File: src/rtl/spi_slave_xcvr_if.sv
// SPI pin and word-handshake bundle for spi_slave_xcvr.
// slave modport is the transceiver's view; master modport is the driving side.
interface spi_slave_xcvr_if #(
  parameter int DATA_WIDTH = 12
);
  logic                  sclk;
  logic                  cs;
  logic                  mosi;
  logic                  miso;
  logic [DATA_WIDTH-1:0] tx_data;
  logic                  tx_valid;
  logic                  tx_ready;
  logic [DATA_WIDTH-1:0] rx_data;
  logic                  rx_valid;
  logic                  rx_ready;
  logic                  overrun;
  logic                  frame_err;

  modport slave (
    input  sclk, cs, mosi, tx_data, tx_valid, rx_ready,
    output miso, tx_ready, rx_data, rx_valid, overrun, frame_err
  );

  modport master (
    output sclk, cs, mosi, tx_data, tx_valid, rx_ready,
    input  miso, tx_ready, rx_data, rx_valid, overrun, frame_err
  );
endinterface

File: src/rtl/spi_slave_xcvr.sv
// Full-duplex SPI slave, oversampled in the i_clk domain, all CPOL/CPHA modes.
// Define SPI_SLAVE_XCVR_FRAME_ERR_EN to enable the frame_err pulse.
module spi_slave_xcvr #(
  parameter int DATA_WIDTH  = 12,
  parameter bit CPOL        = 1'b0,
  parameter bit CPHA        = 1'b0,
  parameter bit LSB_FIRST   = 1'b1,
  parameter int SYNC_STAGES = 2
) (
  input  logic               i_clk,
  input  logic               i_rst,
  spi_slave_xcvr_if.slave    io_spi
);
  localparam int CW = $clog2(DATA_WIDTH);

  typedef enum logic [1:0] {
    WAIT_HIGH,
    IDLE,
    ACTIVE
  } state_t;

  state_t                  r_state, w_state_nxt;
  logic [SYNC_STAGES-1:0]  r_sclk_sync, r_cs_sync, r_mosi_sync;
  logic                    r_sclk_d, r_cs_d;
  logic                    w_sclk, w_cs, w_mosi;
  logic                    w_lead, w_trail, w_cs_fall, w_cs_rise;
  logic                    w_act, w_sample, w_shift, w_last, w_done, w_load;
  logic [CW-1:0]           r_bit_cnt;
  logic [DATA_WIDTH-1:0]   r_rx_shift, w_rx_next, r_rx_data;
  logic [DATA_WIDTH-1:0]   r_tx_shift, w_tx_shifted;
  logic                    w_tx_bit;
  logic                    r_rx_valid, r_overrun, r_tx_ready, r_miso;

  // Synchronisers and edge-detect flops are left unreset so they keep
  // tracking the pins through reset and produce no false edges on release.
  always_ff @(posedge i_clk) begin
    r_sclk_sync <= {r_sclk_sync[SYNC_STAGES-2:0], io_spi.sclk};
    r_cs_sync   <= {r_cs_sync[SYNC_STAGES-2:0],   io_spi.cs};
    r_mosi_sync <= {r_mosi_sync[SYNC_STAGES-2:0], io_spi.mosi};
    r_sclk_d    <= w_sclk;
    r_cs_d      <= w_cs;
  end

  assign w_sclk    = r_sclk_sync[SYNC_STAGES-1];
  assign w_cs      = r_cs_sync[SYNC_STAGES-1];
  assign w_mosi    = r_mosi_sync[SYNC_STAGES-1];

  assign w_lead    = (r_sclk_d == CPOL) && (w_sclk != CPOL);
  assign w_trail   = (r_sclk_d != CPOL) && (w_sclk == CPOL);
  assign w_cs_fall = r_cs_d & ~w_cs;
  assign w_cs_rise = ~r_cs_d & w_cs;

  // cs rising wins over any sclk edge seen in the same cycle
  assign w_act     = (r_state == ACTIVE) && !w_cs_rise;
  assign w_sample  = w_act && (CPHA ? w_trail : w_lead);
  assign w_shift   = w_act && (CPHA ? w_lead : w_trail);
  assign w_last    = (r_bit_cnt == CW'(DATA_WIDTH - 1));
  assign w_done    = w_sample && w_last;

  // A shift edge with bit_cnt==0 is always a word start: for CPHA=1 it is the
  // first edge of a word, for CPHA=0 it follows the previous word's last sample.
  assign w_load    = ((r_state == IDLE) && w_cs_fall && !CPHA) ||
                     (w_shift && (r_bit_cnt == '0));

  always_comb begin
    if (LSB_FIRST) begin
      w_rx_next    = {w_mosi, r_rx_shift[DATA_WIDTH-1:1]};
      w_tx_shifted = {1'b0, r_tx_shift[DATA_WIDTH-1:1]};
      w_tx_bit     = r_tx_shift[0];
    end else begin
      w_rx_next    = {r_rx_shift[DATA_WIDTH-2:0], w_mosi};
      w_tx_shifted = {r_tx_shift[DATA_WIDTH-2:0], 1'b0};
      w_tx_bit     = r_tx_shift[DATA_WIDTH-1];
    end
  end

  always_comb begin
    w_state_nxt = r_state;
    case (r_state)
      WAIT_HIGH: if (w_cs)      w_state_nxt = IDLE;
      IDLE:      if (w_cs_fall) w_state_nxt = ACTIVE;
      ACTIVE:    if (w_cs_rise) w_state_nxt = IDLE;
      default:                  w_state_nxt = WAIT_HIGH;
    endcase
  end

  always_ff @(posedge i_clk) begin
    if (i_rst) r_state <= WAIT_HIGH;
    else       r_state <= w_state_nxt;
  end

  always_ff @(posedge i_clk) begin
    if (i_rst) begin
      r_bit_cnt  <= '0;
      r_rx_shift <= '0;
      r_rx_data  <= '0;
      r_rx_valid <= 1'b0;
      r_overrun  <= 1'b0;
      r_tx_shift <= '0;
      r_tx_ready <= 1'b0;
      r_miso     <= 1'b0;
    end else begin
      r_overrun  <= 1'b0;
      r_tx_ready <= 1'b0;

      if (w_cs_rise) begin
        r_bit_cnt <= '0;
      end else if (w_sample) begin
        r_rx_shift <= w_rx_next;
        r_bit_cnt  <= w_last ? '0 : r_bit_cnt + 1'b1;
      end

      // A word landing on a handshake cycle replaces the one being consumed.
      if (w_done) begin
        if (!r_rx_valid || io_spi.rx_ready) begin
          r_rx_data  <= w_rx_next;
          r_rx_valid <= 1'b1;
        end else begin
          r_overrun  <= 1'b1;
        end
      end else if (r_rx_valid && io_spi.rx_ready) begin
        r_rx_valid <= 1'b0;
      end

      if (w_load) begin
        r_tx_shift <= io_spi.tx_valid ? io_spi.tx_data : '0;
        r_tx_ready <= io_spi.tx_valid;
      end else if (w_shift) begin
        r_tx_shift <= w_tx_shifted;
      end

      r_miso <= (r_state == ACTIVE) && w_tx_bit;
    end
  end

  assign io_spi.miso     = r_miso;
  assign io_spi.tx_ready = r_tx_ready;
  assign io_spi.rx_data  = r_rx_data;
  assign io_spi.rx_valid = r_rx_valid;
  assign io_spi.overrun  = r_overrun;

`ifdef SPI_SLAVE_XCVR_FRAME_ERR_EN
  logic r_frame_err;

  // Partial word at cs rise, or a cs fall before a clean cs-high was seen.
  always_ff @(posedge i_clk) begin
    if (i_rst) r_frame_err <= 1'b0;
    else       r_frame_err <= ((r_state == ACTIVE) && w_cs_rise && (r_bit_cnt != '0)) ||
                              ((r_state == WAIT_HIGH) && w_cs_fall);
  end

  assign io_spi.frame_err = r_frame_err;
`else
  assign io_spi.frame_err = 1'b0;
`endif

endmodule

File: src/flat_wrapper.sv
// flat-port wrapper written by rule: the top's interface ports become plain ports
module spi_slave_xcvr_flat 
#(
  parameter int DATA_WIDTH  = 12,
  parameter bit CPOL        = 1'b0,
  parameter bit CPHA        = 1'b0,
  parameter bit LSB_FIRST   = 1'b1,
  parameter int SYNC_STAGES = 2
)
  (i_clk, i_rst, io_spi_sclk, io_spi_cs, io_spi_mosi, io_spi_tx_data, io_spi_tx_valid, io_spi_rx_ready, io_spi_miso, io_spi_tx_ready, io_spi_rx_data, io_spi_rx_valid, io_spi_overrun, io_spi_frame_err);
  spi_slave_xcvr_if #(.DATA_WIDTH(DATA_WIDTH)) io_spi_i ();
  input  logic i_clk;
  input  logic i_rst;
  input wire logic [$bits(io_spi_i.sclk)-1:0] io_spi_sclk;
  input wire logic [$bits(io_spi_i.cs)-1:0] io_spi_cs;
  input wire logic [$bits(io_spi_i.mosi)-1:0] io_spi_mosi;
  input wire logic [$bits(io_spi_i.tx_data)-1:0] io_spi_tx_data;
  input wire logic [$bits(io_spi_i.tx_valid)-1:0] io_spi_tx_valid;
  input wire logic [$bits(io_spi_i.rx_ready)-1:0] io_spi_rx_ready;
  output wire logic [$bits(io_spi_i.miso)-1:0] io_spi_miso;
  output wire logic [$bits(io_spi_i.tx_ready)-1:0] io_spi_tx_ready;
  output wire logic [$bits(io_spi_i.rx_data)-1:0] io_spi_rx_data;
  output wire logic [$bits(io_spi_i.rx_valid)-1:0] io_spi_rx_valid;
  output wire logic [$bits(io_spi_i.overrun)-1:0] io_spi_overrun;
  output wire logic [$bits(io_spi_i.frame_err)-1:0] io_spi_frame_err;
  assign io_spi_i.sclk = io_spi_sclk;
  assign io_spi_i.cs = io_spi_cs;
  assign io_spi_i.mosi = io_spi_mosi;
  assign io_spi_i.tx_data = io_spi_tx_data;
  assign io_spi_i.tx_valid = io_spi_tx_valid;
  assign io_spi_i.rx_ready = io_spi_rx_ready;
  assign io_spi_miso = io_spi_i.miso;
  assign io_spi_tx_ready = io_spi_i.tx_ready;
  assign io_spi_rx_data = io_spi_i.rx_data;
  assign io_spi_rx_valid = io_spi_i.rx_valid;
  assign io_spi_overrun = io_spi_i.overrun;
  assign io_spi_frame_err = io_spi_i.frame_err;
  spi_slave_xcvr #(.DATA_WIDTH(DATA_WIDTH), .CPOL(CPOL), .CPHA(CPHA), .LSB_FIRST(LSB_FIRST), .SYNC_STAGES(SYNC_STAGES)) u_core (.i_clk(i_clk), .i_rst(i_rst), .io_spi(io_spi_i));
endmodule
File: config.mk
export PLATFORM = sky130hd
export DESIGN_NAME = spi_slave_xcvr_flat
export DESIGN_NICKNAME = d
export VERILOG_FILES = /design/src/rtl/spi_slave_xcvr_if.sv /design/src/rtl/spi_slave_xcvr.sv /design/src/flat_wrapper.sv
export SDC_FILE = /design/constraint.sdc
export NUM_CORES = 1
export LEC_CHECK = 0
export BUFFER_PORTS_ARGS = -buffer_cell sky130_fd_sc_hd__buf_4
export CAP_MARGIN = 20
export CORE_ASPECT_RATIO = 0.8
export CORE_MARGIN = 2
export CORE_UTILIZATION = 40
export DETAILED_ROUTE_END_ITERATION = 10
export GPL_ROUTABILITY_DRIVEN = 0
export PLACE_DENSITY = 0.62
export SLEW_MARGIN = 20
export SYNTH_ARGS = -nofsm -noshare
export SYNTH_HDL_FRONTEND = slang
export SYNTH_SLANG_ARGS = --single-unit
File: constraint.sdc
create_clock -name i_clk -period 2.6 [get_ports i_clk]
set_input_delay 0.78 -clock i_clk [delete_from_list [all_inputs] [get_ports i_clk]]
set_output_delay 0.78 -clock i_clk [all_outputs]
set_load 0.02 [all_outputs]
==> impl_metrics.json <==
{
  "synth_seq_cells": 53,
  "ys.flop_type": "dfxtp_1",
  "synthMuxAreaShare_pct": 6.12,
  "yosys-top-cells-area": "dfxtp_1 50%, nand2_1 9.5%, mux2i_1 6.1%, a21oi_1 5.4%, a211oi_1 2.8%",
  "avgSynthCellArea_um2": 9.05,
  "final_layout_size_suffix_gt1_share_pct": 21.9,
  "cp.arrival_ns": 2.21,
  "ir_worst_vdd_mv": 0.351,
  "synth_xor_area_share_pct": 0.412,
  "grt_max_degree": 28,
  "seq_area_um2": 1060,
  "fmax_mhz": 508,
  "dp_hpwl_mm": 2.91,
  "fill_cells": 498,
  "ant_nets": 0,
  "critPathCaptureType": "flip-flop",
  "die_h_um": 69.2,
  "slew_headroom_pct": 46.1,
  "met2_length_mm": 1.71,
  "utilization_pct": 49.6,
  "final.setup.tns_ns": 0,
  "hold_buffers": 0,
  "synth_top_area_share_pct": 49.9,
  "yosysSeqAreaShare_pct": 49.9,
  "syn-num-nets": 256,
  "timing.max_cap.violations": 0,
  "highest_layer": "met4",
  "cts-buffers-inserted": 5,
  "tritoncts": "built",
  "path_max_fanout": 12,
  "dieArea_um2": 5920,
  "grt_first_pass_wirelength_mm": 6.88,
  "required_ns": 2.84,
  "drtPass1Iterations": 4,
  "multi_input_comb_area_um2": 986,
  "worst_slew_pin_slew_ns": 0.805,
  "clkSinkCount": 53,
  "synth_cell_type_count": 43,
  "post_drt_wl_per_cell_um": 12.8,
  "ys_async_sr_fraction_pct": 0,
  "p_per_area_nw_per_um2": 581,
  "grt_antenna_before_repair": 0,
  "path_class": "flip-flop to flip-flop",
  "num-nets-final": 286,
  "overflow": 0,
  "cts_buffer_depth": 2,
  "synth_top_family_by_area": "simple AND/OR/NAND/NOR gates",
  "post_cts.repair.setup_buffers": 0,
  "start_util_pct": 42.0,
  "syn_inst": 235,
  "synth_compound_area_share_pct": 15.7,
  "status": "finished clean",
  "detail_route.wirelength_mm": 4.18,
  "netlist_area_um2": 2130,
  "port_buffers": 34,
  "synth_simple_gate_area_share_pct": 22.8,
  "num_vias": 1690,
  "min_period_over_period_pct": 75.7,
  "grt_use_total_pct": 14.5,
  "met3WireLength_um": 240,
  "hold_path_class": "flip-flop to flip-flop",
  "diodes": 0,
  "die_width_um": 85.5,
  "setup_viol": 0,
  "rows": 23,
  "drt_iter0_drc": 81,
  "drt-met1-wl_mm": 2.16,
  "clk_latency_ns": 0.31,
  "finalHoldViolCount": 0,
  "rsz0062_at_grt": "no",
  "root_buffer": "clkbuf_8",
  "ios": 36,
  "core_region_area_um2": 5060,
  "yosys_warnings": 0,
  "period_needed_ns": 1.97,
  "drc": 0,
  "grt_pass1_vias": 1514,
  "cts_max_level": 2,
  "synth-edff-count": 0,
  "synth_top_cell_by_area": "dfxtp_1",
  "synthAdderAreaFrac_pct": 1.18,
  "cp-start-kind": "flip-flop",
  "slew_viol_final": 0,
  "cts_resized": 0,
  "cts.clk_slew.worst_paths_ns": 0.09,
  "cellLeakagePower_nw": 0.939,
  "vias_per_cell": 5.17,
  "syn2layout_area_growth_pct": 18.2,
  "skew_ns": 0.00806
}
## cell usage after synthesis, types with 2 or more instances
cell	count
dfxtp_1	53
mux2i_1	13
ha_1	2
and4bb_2	2
a311oi_1	2
nor2_1	14
nand3_1	10
nand4_1	3
nor2b_1	2
nand2_1	54
buf_4	3
a21oi_1	23
a211oi_1	8
inv_1	4
buf_2	3
and3_1	2
o21ai_0	3
nand4bb_1	2
nor3_1	2
clkbuf_1	6
a22o_2	2
## report_power, final
| group | switching (W) | internal [W] | total, W | leakage [nW] |
|---|---|---|---|---|
| logic | 0.0000461 | 0.0000382 | 0.0000843 | 0.454 |
| clock network | 0.000257 | 0.000280 | 0.000537 | 0.0540 |
| registers | 0.0000103 | 0.000827 | 0.000838 | 0.431 |
## worst paths after layout
kind / slack (ns) / start / endpoint / cells past startpoint
setup / recovery: 0.63 / u_core.r_bit_cnt[0]$_SDFFE_PP0N_ / u_core.io_spi.rx_data[8]$_SDFFE_PP0P_ / 5
hold / removal: 0.33 / u_core.r_mosi_sync[0]$_DFF_P_ / u_core.r_mosi_sync[1]$_DFF_P_ / 0
setup reg to reg: 0.63 / u_core.r_bit_cnt[0]$_SDFFE_PP0N_ / u_core.io_spi.rx_data[8]$_SDFFE_PP0P_ / 5
hold reg to reg: 0.33 / u_core.r_mosi_sync[0]$_DFF_P_ / u_core.r_mosi_sync[1]$_DFF_P_ / 0
## registers in the layout, summed over array words and instances, names as in the netlist
register                count
u_core.io_spi.miso          1
u_core.io_spi.overrun       1
u_core.io_spi.rx_data      12
u_core.io_spi.rx_valid      1
u_core.io_spi.tx_ready      1
u_core.r_bit_cnt            4
u_core.r_cs_d               1
u_core.r_cs_sync            2
u_core.r_mosi_sync          2
u_core.r_rx_shift          11
u_core.r_sclk_d             1
u_core.r_sclk_sync          2
u_core.r_state              2
u_core.r_tx_shift          12
## kinds of logic after synthesis
group / count (synthesis)
fa+ha+maj: 2
other cells: 1
compound gates: 47
simple gates: 101
mux: 13
flops: 53
xor+xnor: 1
buf+inv: 17
## worst max-delay path, cell delays in order, from the launching register on
cell     delay, ns
dfxtp_1       0.40
ha_1          0.18
and3b_2       0.19
nand4_1       0.18
nor2b_2       0.69
mux2i_1       0.26
## final cells by class
type                    instances  share of cell area (%)
clock inverters                 2                    1.39
inverters                       4                   0.597
multi-input cells             165                    39.2
well taps                      62                    3.09
clock buffers                   5                    2.74
repair buffers                 36                    10.8
flip-flops and latches         53                    42.2
## cells in the final DEF (no fill, tap or decap), drive strengths merged, types with 2 or more instances in the layout
cell      n
and3      2
nor2     15
clkbuf    5
o21ai     4
mux2i    13
nand3    10
and4bb    2
nor2b     3
nor3      2
a22o      2
a211oi    8
nand2    54
dfxtp    53
ha        2
nand2b    2
a311oi    2
buf      36
inv       4
nand4bb   2
nand4     3
a21oi    24
## per-layer routing
layer / up-vias / global-route usage (%)
li1: 865 / -
met1: 779 / 19.4
met2: 39 / 21.1
met3: 7 / 5.60
met4: 0 / 5.82
met5: - / 0
## through the flow
| step | hold slack (ns) | setup WS [ns] | cells | area [um2] | power (W) |
|---|---|---|---|---|---|
| after detailed placement | 0.316 | 0.592 | 320 | 2410 | 0.000941 |
| after CTS | 0.332 | 0.622 | 327 | 2510 | 0.00148 |
| after floorplan | 0.310 | 0.842 | 235 | 2130 | 0.000909 |
| after global placement | 0.311 | 0.631 | 320 | 2410 | 0.000940 |
| final | 0.327 | 0.633 | 327 | 2510 | 0.00146 |
| after global routing | 0.351 | 0.515 | 327 | 2510 | 0.00153 |
Power figures use the tool's default switching activity.
